<file path="src/rtl/sprite_pkg.sv">
// Shared types and screen constants for the sprite layer.
package sprite_pkg;

    localparam int unsigned SCREEN_W = 640;
    localparam int unsigned SCREEN_H = 480;

    typedef logic [9:0] coord_t;

    typedef struct packed {
        logic in_box;
        logic blank;
    } tag_t;

endpackage

</file>
<file path="src/rtl/sprite_anim_ctr.sv">
// Animation step counter: advances anim_frame once every FRAME_PERIOD enabled frame_start pulses.
module sprite_anim_ctr #(
    parameter int unsigned FRAMES       = 4,
    parameter int unsigned FRAME_PERIOD = 8,
    parameter int unsigned FRAME_W      = (FRAMES > 1) ? $clog2(FRAMES) : 1
) (
    input  logic               vga_clk,
    input  logic               reset_n,
    input  logic               frame_start,
    input  logic               anim_en,
    output logic [FRAME_W-1:0] anim_frame
);

    localparam int unsigned TICK_W = (FRAME_PERIOD > 1) ? $clog2(FRAME_PERIOD) : 1;

    logic [TICK_W-1:0]  tick_q, tick_d;
    logic [FRAME_W-1:0] frame_q, frame_d;

    always_comb begin
        tick_d  = tick_q;
        frame_d = frame_q;
        if (frame_start && anim_en) begin
            if (tick_q == TICK_W'(FRAME_PERIOD - 1)) begin
                tick_d  = '0;
                frame_d = (frame_q == FRAME_W'(FRAMES - 1)) ? '0 : frame_q + 1'b1;
            end else begin
                tick_d = tick_q + 1'b1;
            end
        end
    end

    always_ff @(posedge vga_clk) begin
        if (!reset_n) begin
            tick_q  <= '0;
            frame_q <= '0;
        end else begin
            tick_q  <= tick_d;
            frame_q <= frame_d;
        end
    end

    assign anim_frame = frame_q;

endmodule

</file>
<file path="src/rtl/sprite_layer_anim.sv">
// Positioned, scaled, mirrored, animated sprite layer driving a 1-cycle synchronous sprite ROM.
module sprite_layer_anim
    import sprite_pkg::*;
#(
    parameter int unsigned SPR_W        = 70,
    parameter int unsigned SPR_H        = 70,
    parameter int unsigned FRAMES       = 4,
    parameter int unsigned FRAME_PERIOD = 8,
    parameter int unsigned SCALE_LOG2   = 0,
    parameter int unsigned IDX_W        = 4,
    parameter int unsigned TRANSP_IDX   = 0,
    localparam int unsigned ADDR_W      = $clog2(FRAMES * SPR_W * SPR_H),
    localparam int unsigned FRAME_W     = (FRAMES > 1) ? $clog2(FRAMES) : 1
) (
    input  logic               vga_clk,
    input  logic               reset_n,
    input  logic [9:0]         DrawX,
    input  logic [9:0]         DrawY,
    input  logic               blank,
    input  logic               frame_start,
    input  logic [9:0]         pos_x,
    input  logic [9:0]         pos_y,
    input  logic               mirror,
    input  logic               anim_en,
    output logic [ADDR_W-1:0]  rom_address,
    input  logic [IDX_W-1:0]   rom_q,
    output logic [IDX_W-1:0]   pix_index,
    output logic               pix_valid,
    output logic [FRAME_W-1:0] anim_frame
);

    localparam logic [10:0] BOX_W = 11'(SPR_W << SCALE_LOG2);
    localparam logic [10:0] BOX_H = 11'(SPR_H << SCALE_LOG2);

    coord_t pos_x_q, pos_y_q;
    logic   mirror_q;
    tag_t   tag1_q, tag2_q;

    logic [10:0]       rel_x, rel_y, lx, ly;
    logic              in_box;
    logic [ADDR_W-1:0] addr_d;

    sprite_anim_ctr #(
        .FRAMES      (FRAMES),
        .FRAME_PERIOD(FRAME_PERIOD),
        .FRAME_W     (FRAME_W)
    ) u_anim_ctr (
        .vga_clk    (vga_clk),
        .reset_n    (reset_n),
        .frame_start(frame_start),
        .anim_en    (anim_en),
        .anim_frame (anim_frame)
    );

    // Bit 10 of each 11-bit difference is the borrow: pixel lies left of / above the sprite.
    always_comb begin
        rel_x  = {1'b0, DrawX} - {1'b0, pos_x_q};
        rel_y  = {1'b0, DrawY} - {1'b0, pos_y_q};
        in_box = !rel_x[10] && !rel_y[10] && (rel_x < BOX_W) && (rel_y < BOX_H);
        lx     = rel_x >> SCALE_LOG2;
        if (mirror_q) begin
            lx = 11'(SPR_W - 1) - lx;
        end
        ly     = rel_y >> SCALE_LOG2;
        addr_d = ADDR_W'(anim_frame) * ADDR_W'(SPR_W * SPR_H)
               + ADDR_W'(ly) * ADDR_W'(SPR_W) + ADDR_W'(lx);
    end

    always_ff @(posedge vga_clk) begin
        if (!reset_n) begin
            pos_x_q     <= '0;
            pos_y_q     <= '0;
            mirror_q    <= 1'b0;
            rom_address <= '0;
            tag1_q      <= '0;
            tag2_q      <= '0;
            pix_index   <= '0;
            pix_valid   <= 1'b0;
        end else begin
            if (frame_start) begin
                pos_x_q  <= pos_x;
                pos_y_q  <= pos_y;
                mirror_q <= mirror;
            end
            if (in_box) begin
                rom_address <= addr_d;
            end
            tag1_q    <= '{in_box: in_box, blank: blank};
            tag2_q    <= tag1_q;
            pix_index <= rom_q;
            pix_valid <= tag2_q.in_box & tag2_q.blank & (rom_q != IDX_W'(TRANSP_IDX));
        end
    end

endmodule

</file>
<file path="config.mk">
export PLATFORM = sky130hd
export DESIGN_NAME = sprite_layer_anim
export DESIGN_NICKNAME = d
export VERILOG_FILES = /design/src/rtl/sprite_pkg.sv /design/src/rtl/sprite_anim_ctr.sv /design/src/rtl/sprite_layer_anim.sv
export SDC_FILE = /design/constraint.sdc
export NUM_CORES = 1
export LEC_CHECK = 0
export BUFFER_PORTS_ARGS = -buffer_cell sky130_fd_sc_hd__buf_2
export CAP_MARGIN = 10
export CORE_ASPECT_RATIO = 0.6
export CORE_MARGIN = 4
export CORE_UTILIZATION = 30
export CTS_CLUSTER_DIAMETER = 150
export CTS_CLUSTER_SIZE = 40
export DETAILED_ROUTE_END_ITERATION = 10
export HOLD_SLACK_MARGIN = 0.1
export PLACE_DENSITY = 0.48
export SLEW_MARGIN = 20
export SYNTH_ARGS = -nofsm -noshare
export SYNTH_HDL_FRONTEND = slang
export SYNTH_SLANG_ARGS = --single-unit
</file>
<file path="constraint.sdc">
create_clock -name vga_clk -period 15.2 [get_ports vga_clk]
set_input_delay 3.04 -clock vga_clk [delete_from_list [all_inputs] [get_ports vga_clk]]
set_output_delay 3.04 -clock vga_clk [all_outputs]
set_load 0.1 [all_outputs]
</file>
==> summary.txt, run 1 <==
Power and ir drop
  – Sequential Power Share: 11.9%
  – Worst VDD drop: ~0.11 mV
  – Pleak: 0.00266 uW
  – Cell area power density: 209 nW/um^2
  – Pint: 623 uW
  – Clock share of power: around 11%
  – P_sw: roughly 550 uW
  – Total power: approximately 1200 uW
  – Sw frac: 46.9%
  – Combinational share of power: between 70% and 80%

Cells and area
  – Share of layout cells above drive strength 1: roughly 16%
  – # diodes: 0
  – Number of fill cells: roughly 1,600
  – Nets: ~800
  – Design area: roughly 5600 um^2
  – Fin util: 35.9%
  – Area delta synth->final: 14.8%

Routing
  – Wire per inst: between 10 and 15 um
  – WL final: roughly 12,000 um
  – DRC Markers: 0
  – Routed Antenna Nets: 0
  – Vias: about 4,000
  – First-pass DRT Iterations: 4
  – Initial drt markers: between 150 and 200
  – Drt via density: 4.69

Clock tree
  – CTS Buf Count: 5
  – CTS resizes: 0
  – H-tree Lvls: 2
  – Skew-Pair Late Insertion Delay: between 0.2 and 0.3 ns
  – CTS Hold Buffers Added: 0
  – CTS Buffer Depth: 2
  – Worst-path clk slew: ~0.07 ns
  – Root buffer cell: clkbuf_16
  – Clk sink count: 50
  – TritonCTS clock tree: done
  – Post-CTS setup repair buffer count: 0

Critical path
  – Setup CP Type: in2reg
  – Element type at the critical path end: register
  – Worst Path Required: ~15 ns
  – Crit path DAT: approximately 9 ns
  – Critical Path End: rom_address[13]$_SDFFE_PN0P_
  – CP max stage cell: fa_1
  – Worst setup SP type: input pin
  – Reg2Reg Depth: 28
  – Cell mode on critical path: ha_1
  – Setup slack, reg-to-reg: between 8 and 9 ns
  – Worst R2R Start: pos_y_q[1]$_SDFFE_PN0P_
  – Worst Path Max Fanout: 5
  – CP Launch Point: DrawY[1]
  – CP max stage delay: roughly 0.52 ns
  – Worst r2r dst: rom_address[13]$_SDFFE_PN0P_

Yosys
  – Register area share after synthesis: ~20%
  – Fraction of registers with async set/reset: 0%
  – Synthesis warning total: 0
  – Distinct cell type count after synthesis: between 50 and 60
  – #FFs+latches synth: 50
  – Post-synthesis area per instance: about 8.5 um^2
  – Synth area leaders: dfxtp_1 (20%), ha_1 (20%), inv_1 (7.2%)
  – Yosys top cell by area: dfxtp_1
  – Syn Std Cell Area: around 4900 um^2
  – Net Count, Synth: between 700 and 800
  – Share of the synthesized area in the top cell type: between 20% and 30%
  – EDFF count, synth: 0
  – Mapped Cells: between 500 and 600
  – Main synth FF type: dfxtp_1

STA
  – F_max: ~0.11 GHz
  – Total negative slack: 0 ns
  – Post-layout min period: between 8 and 9 ns
  – Slew Limit Fails: 0
  – Rel. slew slack: between 20% and 30%
  – Hold Fails Final Rpt: 0
  – Final period utilization: between 50% and 60%
  – Final Skew: between 0.005 and 0.006 ns
  – RSZ-0062 raised after global routing: no
  – Worst Tran Pin Value: 1.09 ns
  – Final setup fails: 0

Global routing
  – Met1 Usage GRT: 20.8%
  – Initial antenna violation count: 1
  – GRT Util Overall: between 10% and 20%
  – Total gr overflow: 0
  – Largest net degree at the start of global routing: 26
  – GRT busiest layer: met1
  – Grt met2 use: between 15 and 20%
  – Global-route wire length before repair: approximately 20,000 um
  – Vias in the first global route: roughly 3,800
  – Grt met3 use: under 10%

Floorplanning
  – DIE HEIGHT: between 100 and 150 um
  – Die Width: around 170 um
  – Row count: 35
  – Die area: 18,500 um^2
  – Top Ports: between 70 and 80
  – Initial Utilization: between 30 and 40%
  – Core area: about 16,000 um^2

Flow run
  – Max cap viols: 0

Placed design
  – Gpl congestion: roughly 0.82
  – DP Area: roughly 5500 um^2
  – Port-buffer cells: between 70 and 80
  – DP HPWL: a little over 10,000 um

Hold path
  – Hold WC Path Type: reg2reg

Run status
  – Status: finished clean
-- final cells by class --
type	count	area, um^2	area share, %
Multi-Input combinational cell	417	3460	61.6
Clock inverter	2	37.5	0.668
Sequential cell	50	1000	17.8
Inverter	96	360	6.41
Tap cell	203	254	4.52
Timing Repair Buffer	74	378	6.72
Clock buffer	6	129	2.29
-- routing by layer --
layer	share of wire, %	vias up	routed length [um]
met1	57	1787	6820
li1	-	2094	-
met2	36	85	4320
met3	5.9	6	708
met4	0.37	2	44
met5	0.10	-	12
-- power groups by stage --
| stage | clock (uW) | combinational [uW] | sequential, uW |
|---|---|---|---|
| after floorplan | 0 | 712 | 154 |
| after global placement | 0 | 897 | 143 |
| after detailed placement | 0 | 897 | 143 |
| after CTS | 133 | 908 | 140 |
| after global routing | 138 | 1050 | 140 |
| final | 129 | 904 | 140 |
-- through the flow --
stage | hold slack (ns) | cells | worst slack, ns
finish | 0.429 | 848 | 6.48
global route | 0.451 | 848 | 5.89
global placement | 0.418 | 840 | 6.26
floorplan | 0.408 | 578 | 6.72
detailed placement | 0.420 | 840 | 6.18
CTS | 0.431 | 848 | 6.47
-- state kept, by name (all words and copies together) (netlist names) --
name / count
pix_valid: 1
tag1_q: 2
pos_y_q: 10
u_anim_ctr.tick_q: 3
pix_index: 4
pos_x_q: 10
rom_address: 15
tag2_q: 2
mirror_q: 1
u_anim_ctr.anim_frame: 2
-- synthesized netlist by cell type (4+ instances only) --
cell / number
nor2_1: 45
or2_2: 5
and3_1: 4
mux2i_1: 22
o31ai_2: 10
clkbuf_1: 8
xor2_1: 11
dfxtp_1: 50
buf_2: 4
nand3_1: 18
a21o_1: 5
a21oi_1: 37
nand2_1: 23
and2_1: 10
inv_1: 94
ha_1: 80
fa_1: 17
nor2b_1: 5
o21bai_1: 4
o31ai_1: 7
o21ai_0: 14
xnor2_1: 28
nor3_1: 16
o21a_1: 6
-- worst min path at each step --
stage / cells past startpoint / startpoint / slack, ns / endpoint
after floorplan: 2 / tag2_q[0]$_SDFF_PN0_ / 0.41 / pix_valid$_SDFF_PN0_
after global placement: 2 / tag2_q[0]$_SDFF_PN0_ / 0.42 / pix_valid$_SDFF_PN0_
after detailed placement: 1 / tag1_q[0]$_SDFF_PN0_ / 0.42 / tag2_q[0]$_SDFF_PN0_
after CTS: 2 / tag2_q[0]$_SDFF_PN0_ / 0.43 / pix_valid$_SDFF_PN0_
after global routing: 1 / tag1_q[1]$_SDFF_PN0_ / 0.45 / tag2_q[1]$_SDFF_PN0_
final: 2 / tag2_q[0]$_SDFF_PN0_ / 0.43 / pix_valid$_SDFF_PN0_
-- logic make-up after synthesis --
family	count (synthesis)	synth area share, %
AO/OA/AOI/OAI	114	16.8
buffers and inverters	111	9.09
AND/OR/NAND/NOR	145	14.8
XOR/XNOR	39	6.97
multiplexers	22	4.49
adder cells (fa/ha/maj)	97	27.4
flip-flops	50	20.4
-- worst max-delay path, delay by kind of cell --
kind	cells	cell delay [ns]
adders and majority gates	7	2.46
AOI/OAI and AO/OA	10	2.02
and+or+nand+nor	5	0.84
xor gates and xnor gates	2	0.32
buffers and inverters	4	0.24
-- cell usage in the layout (no fill, tap or decap), drive strengths merged, types with 10 or more instances in the layout --
cell and instances:
buf 74, o21ai 16, xnor2 28, nor2 45, a21oi 37, nand3 18
dfxtp 50, ha 80, mux2i 22, nand2 23, xor2 11, nor3 16
fa 17, and2 10, o31ai 18, inv 96
Power figures use the tool's default switching activity.
==> run 2: changes to the inputs <==
--- a/config.mk
+++ b/config.mk
@@ -14,7 +14,7 @@
 export CTS_CLUSTER_SIZE = 40
 export DETAILED_ROUTE_END_ITERATION = 10
 export HOLD_SLACK_MARGIN = 0.1
-export PLACE_DENSITY = 0.48
+export PLACE_DENSITY = 0.5
 export SLEW_MARGIN = 20
 export SYNTH_ARGS = -nofsm -noshare
 export SYNTH_HDL_FRONTEND = slang
==> constraint.sdc (replaced) <==
create_clock -name vga_clk -period 7.29 [get_ports vga_clk]
set_input_delay 1.458 -clock vga_clk [delete_from_list [all_inputs] [get_ports vga_clk]]
set_output_delay 1.458 -clock vga_clk [all_outputs]
set_load 0.1 [all_outputs]
==> summary.txt, run 2 (synthesis gave the netlist of run 1 again) <==
Run status
  – Status: finished clean

Critical path
  – CP max stage delay: 0.52 ns
  – Cell mode on critical path: ha_1
  – Top cell family by delay on the critical path: adder cells
  – Worst Path Max Fanout: 4
  – CP max stage cell: fa_1
  – Worst Path Buf+Inv: 4
  – Worst setup SP type: input pin
  – Crit path DAT: a little over 7 ns
  – CP Launch Point: DrawY[1]
  – Worst Path Required: roughly 7.5 ns
  – Worst R2R Start: pos_y_q[1]$_SDFFE_PN0P_
  – Setup CP Type: in2reg
  – Element type at the critical path end: register

Floorplanning
  – Die area: roughly 19,000 um^2
  – Die Width: approximately 170 um
  – Top Ports: 72
  – Row count: 35
  – Initial Utilization: roughly 31%
  – DIE HEIGHT: 107 um
  – Core area: between 15,000 and 20,000 um^2

Global routing
  – Global-route wire length before repair: between 20,000 and 25,000 um
  – Vias in the first global route: about 4,000
  – GRT busiest layer: met1
  – Met1 Usage GRT: about a fifth
  – Grt met2 use: between 10% and 20%
  – Largest net degree at the start of global routing: 26
  – GRT Util Overall: a little over an eighth
  – Grt met3 use: 4.51%
  – Initial antenna violation count: 0
  – Total gr overflow: 0

Clock tree
  – CTS Buf Count: 5
  – TritonCTS clock tree: done
  – H-tree Lvls: 2
  – Worst-path clk slew: around 0.070 ns
  – Root buffer cell: clkbuf_16
  – Skew-Pair Late Insertion Delay: 0.30 ns
  – CTS Buffer Depth: 2
  – Clk sink count: 50

STA
  – Final Skew: 0.00826 ns
  – Rel. slew slack: between 50% and 60%
  – Final period utilization: between 90 and 100%
  – Post-layout min period: about 7 ns
  – Final setup fails: 0
  – F_max: 0.144 GHz
  – Hold Fails Final Rpt: 0
  – Slew Limit Fails: 0
  – Worst Tran Pin Value: about 0.73 ns

Cells and area
  – Area delta synth->final: 17.6%
  – Number of fill cells: ~1,700
  – Commonest cells after routing, fill and taps aside: inv_1 (94), ha_1 (80), buf_2 (71)
  – Largest regs: rom_address: 15 flops, pos_x_q: 10 flops, pos_y_q: 10 flops
  – Max FFs per register: 15
  – Biggest register: rom_address
  – Share of layout cells above drive strength 1: ~18%
  – Most common cell after layout, fill and taps aside: inv_1
  – # diodes: 0
  – Design area: around 5800 um^2
  – Nets: 805
  – Fin cells: 862

Routing
  – First-pass DRT Iterations: 4
  – Initial drt markers: 192
  – WL final: around 12,000 um
  – Vias: between 4,000 and 5,000
  – Drt via density: 4.71
  – Routed Antenna Nets: 0
  – DRC Markers: 0
  – Wire per inst: around 14 um

Power and ir drop
  – Pleak: approximately 0.0028 uW
  – Worst VDD drop: 0.302 mV
  – Cell area power density: 464 nW/um^2

Hold path
  – HP Start: tag2_q[0]$_SDFF_PN0_
  – Hold WC Path Type: reg2reg

Placed design
  – Port-buffer cells: 71
  – Inst Count DP: between 800 and 900
  – Gpl congestion: approximately 0.8
  – DP Area: about 5600 um^2
  – DP HPWL: slightly above 10,000 um

Flow run
  – Max cap viols: 0
==> run 2: cell types whose count changed in the layout (fill, tap and decap cells not counted), sizes merged <==
cell and delta:
clkbuf -1, clkinv +1, clkinvlp -1, bufinv +1, buf +14
==> run 2: per-stage QoR <==
| step | power (uW) | hold WS, ns | setup WS, ns | utilization (%) | TNS (ns) |
|---|---|---|---|---|---|
| after global routing | 2950 | 0.450 | -0.0359 | 36.8 | -0.0359 |
| after global placement | 2300 | 0.419 | 0.00833 | 35.5 | 0 |
| final | 2670 | 0.434 | 0.364 | 36.8 | 0 |
| after detailed placement | 2320 | 0.419 | -0.0357 | 35.5 | -0.0357 |
| after floorplan | 1810 | 0.408 | 0.394 | - | 0 |
| after CTS | 2660 | 0.437 | 0.243 | 36.7 | 0 |
==> run 2: metal layers <==
metal / part of all wire [%] / vias to the layer above
met5: 0 / -
met3: 7.0 / 6
met1: 54 / 1839
li1: - / 2125
met2: 39 / 91
met4: 0.49 / 0
==> run 2: cell type report <==
cell class	instances	area [um^2]	share of cell area, %
sequential	50	1000	17.4
clock buffer	5	125	2.17
inverter	96	360	6.25
multi-input combinational	417	3470	60.2
timing repair buffer	88	483	8.38
clock inverter	3	68.8	1.19
tap	203	254	4.41
==> run 2: worst reg2reg max path, delay by kind of cell (launching register included) <==
| kind | cells | cell delay (ns) |
|---|---|---|
| buffers and inverters | 4 | 0.19 |
| XOR/XNOR | 2 | 0.31 |
| AO/OA/AOI/OAI | 10 | 1.89 |
| AND/OR/NAND/NOR | 5 | 0.81 |
| adder cells (fa/ha/maj) | 7 | 2.41 |
| flip-flops | 1 | 0.38 |
==> run 2: worst paths after layout <==
kind | cells past startpoint | slack, ns | to
worst max-delay path | 28 | 0.36 | rom_address[13]$_SDFFE_PN0P_
worst min-delay path | 2 | 0.43 | pix_valid$_SDFF_PN0_
worst max register to register | 28 | 1.21 | rom_address[13]$_SDFFE_PN0P_
worst min register to register | 2 | 0.43 | pix_valid$_SDFF_PN0_
==> run 2: where the power goes <==
| group | leakage (uW) | switching, uW | internal [uW] |
|---|---|---|---|
| logic | 0.00225 | 1090 | 975 |
| registers | 0.000409 | 6.91 | 285 |
| clock network | 0.0000940 | 113 | 197 |
| total | 0.00275 | 1210 | 1460 |
==> run 2: timing repair <==
item,4_1_cts,5_1_grt
setup endpoints to repair,0,2
resized for setup,0,2
hold buffers,0,0
setup buffers,0,0
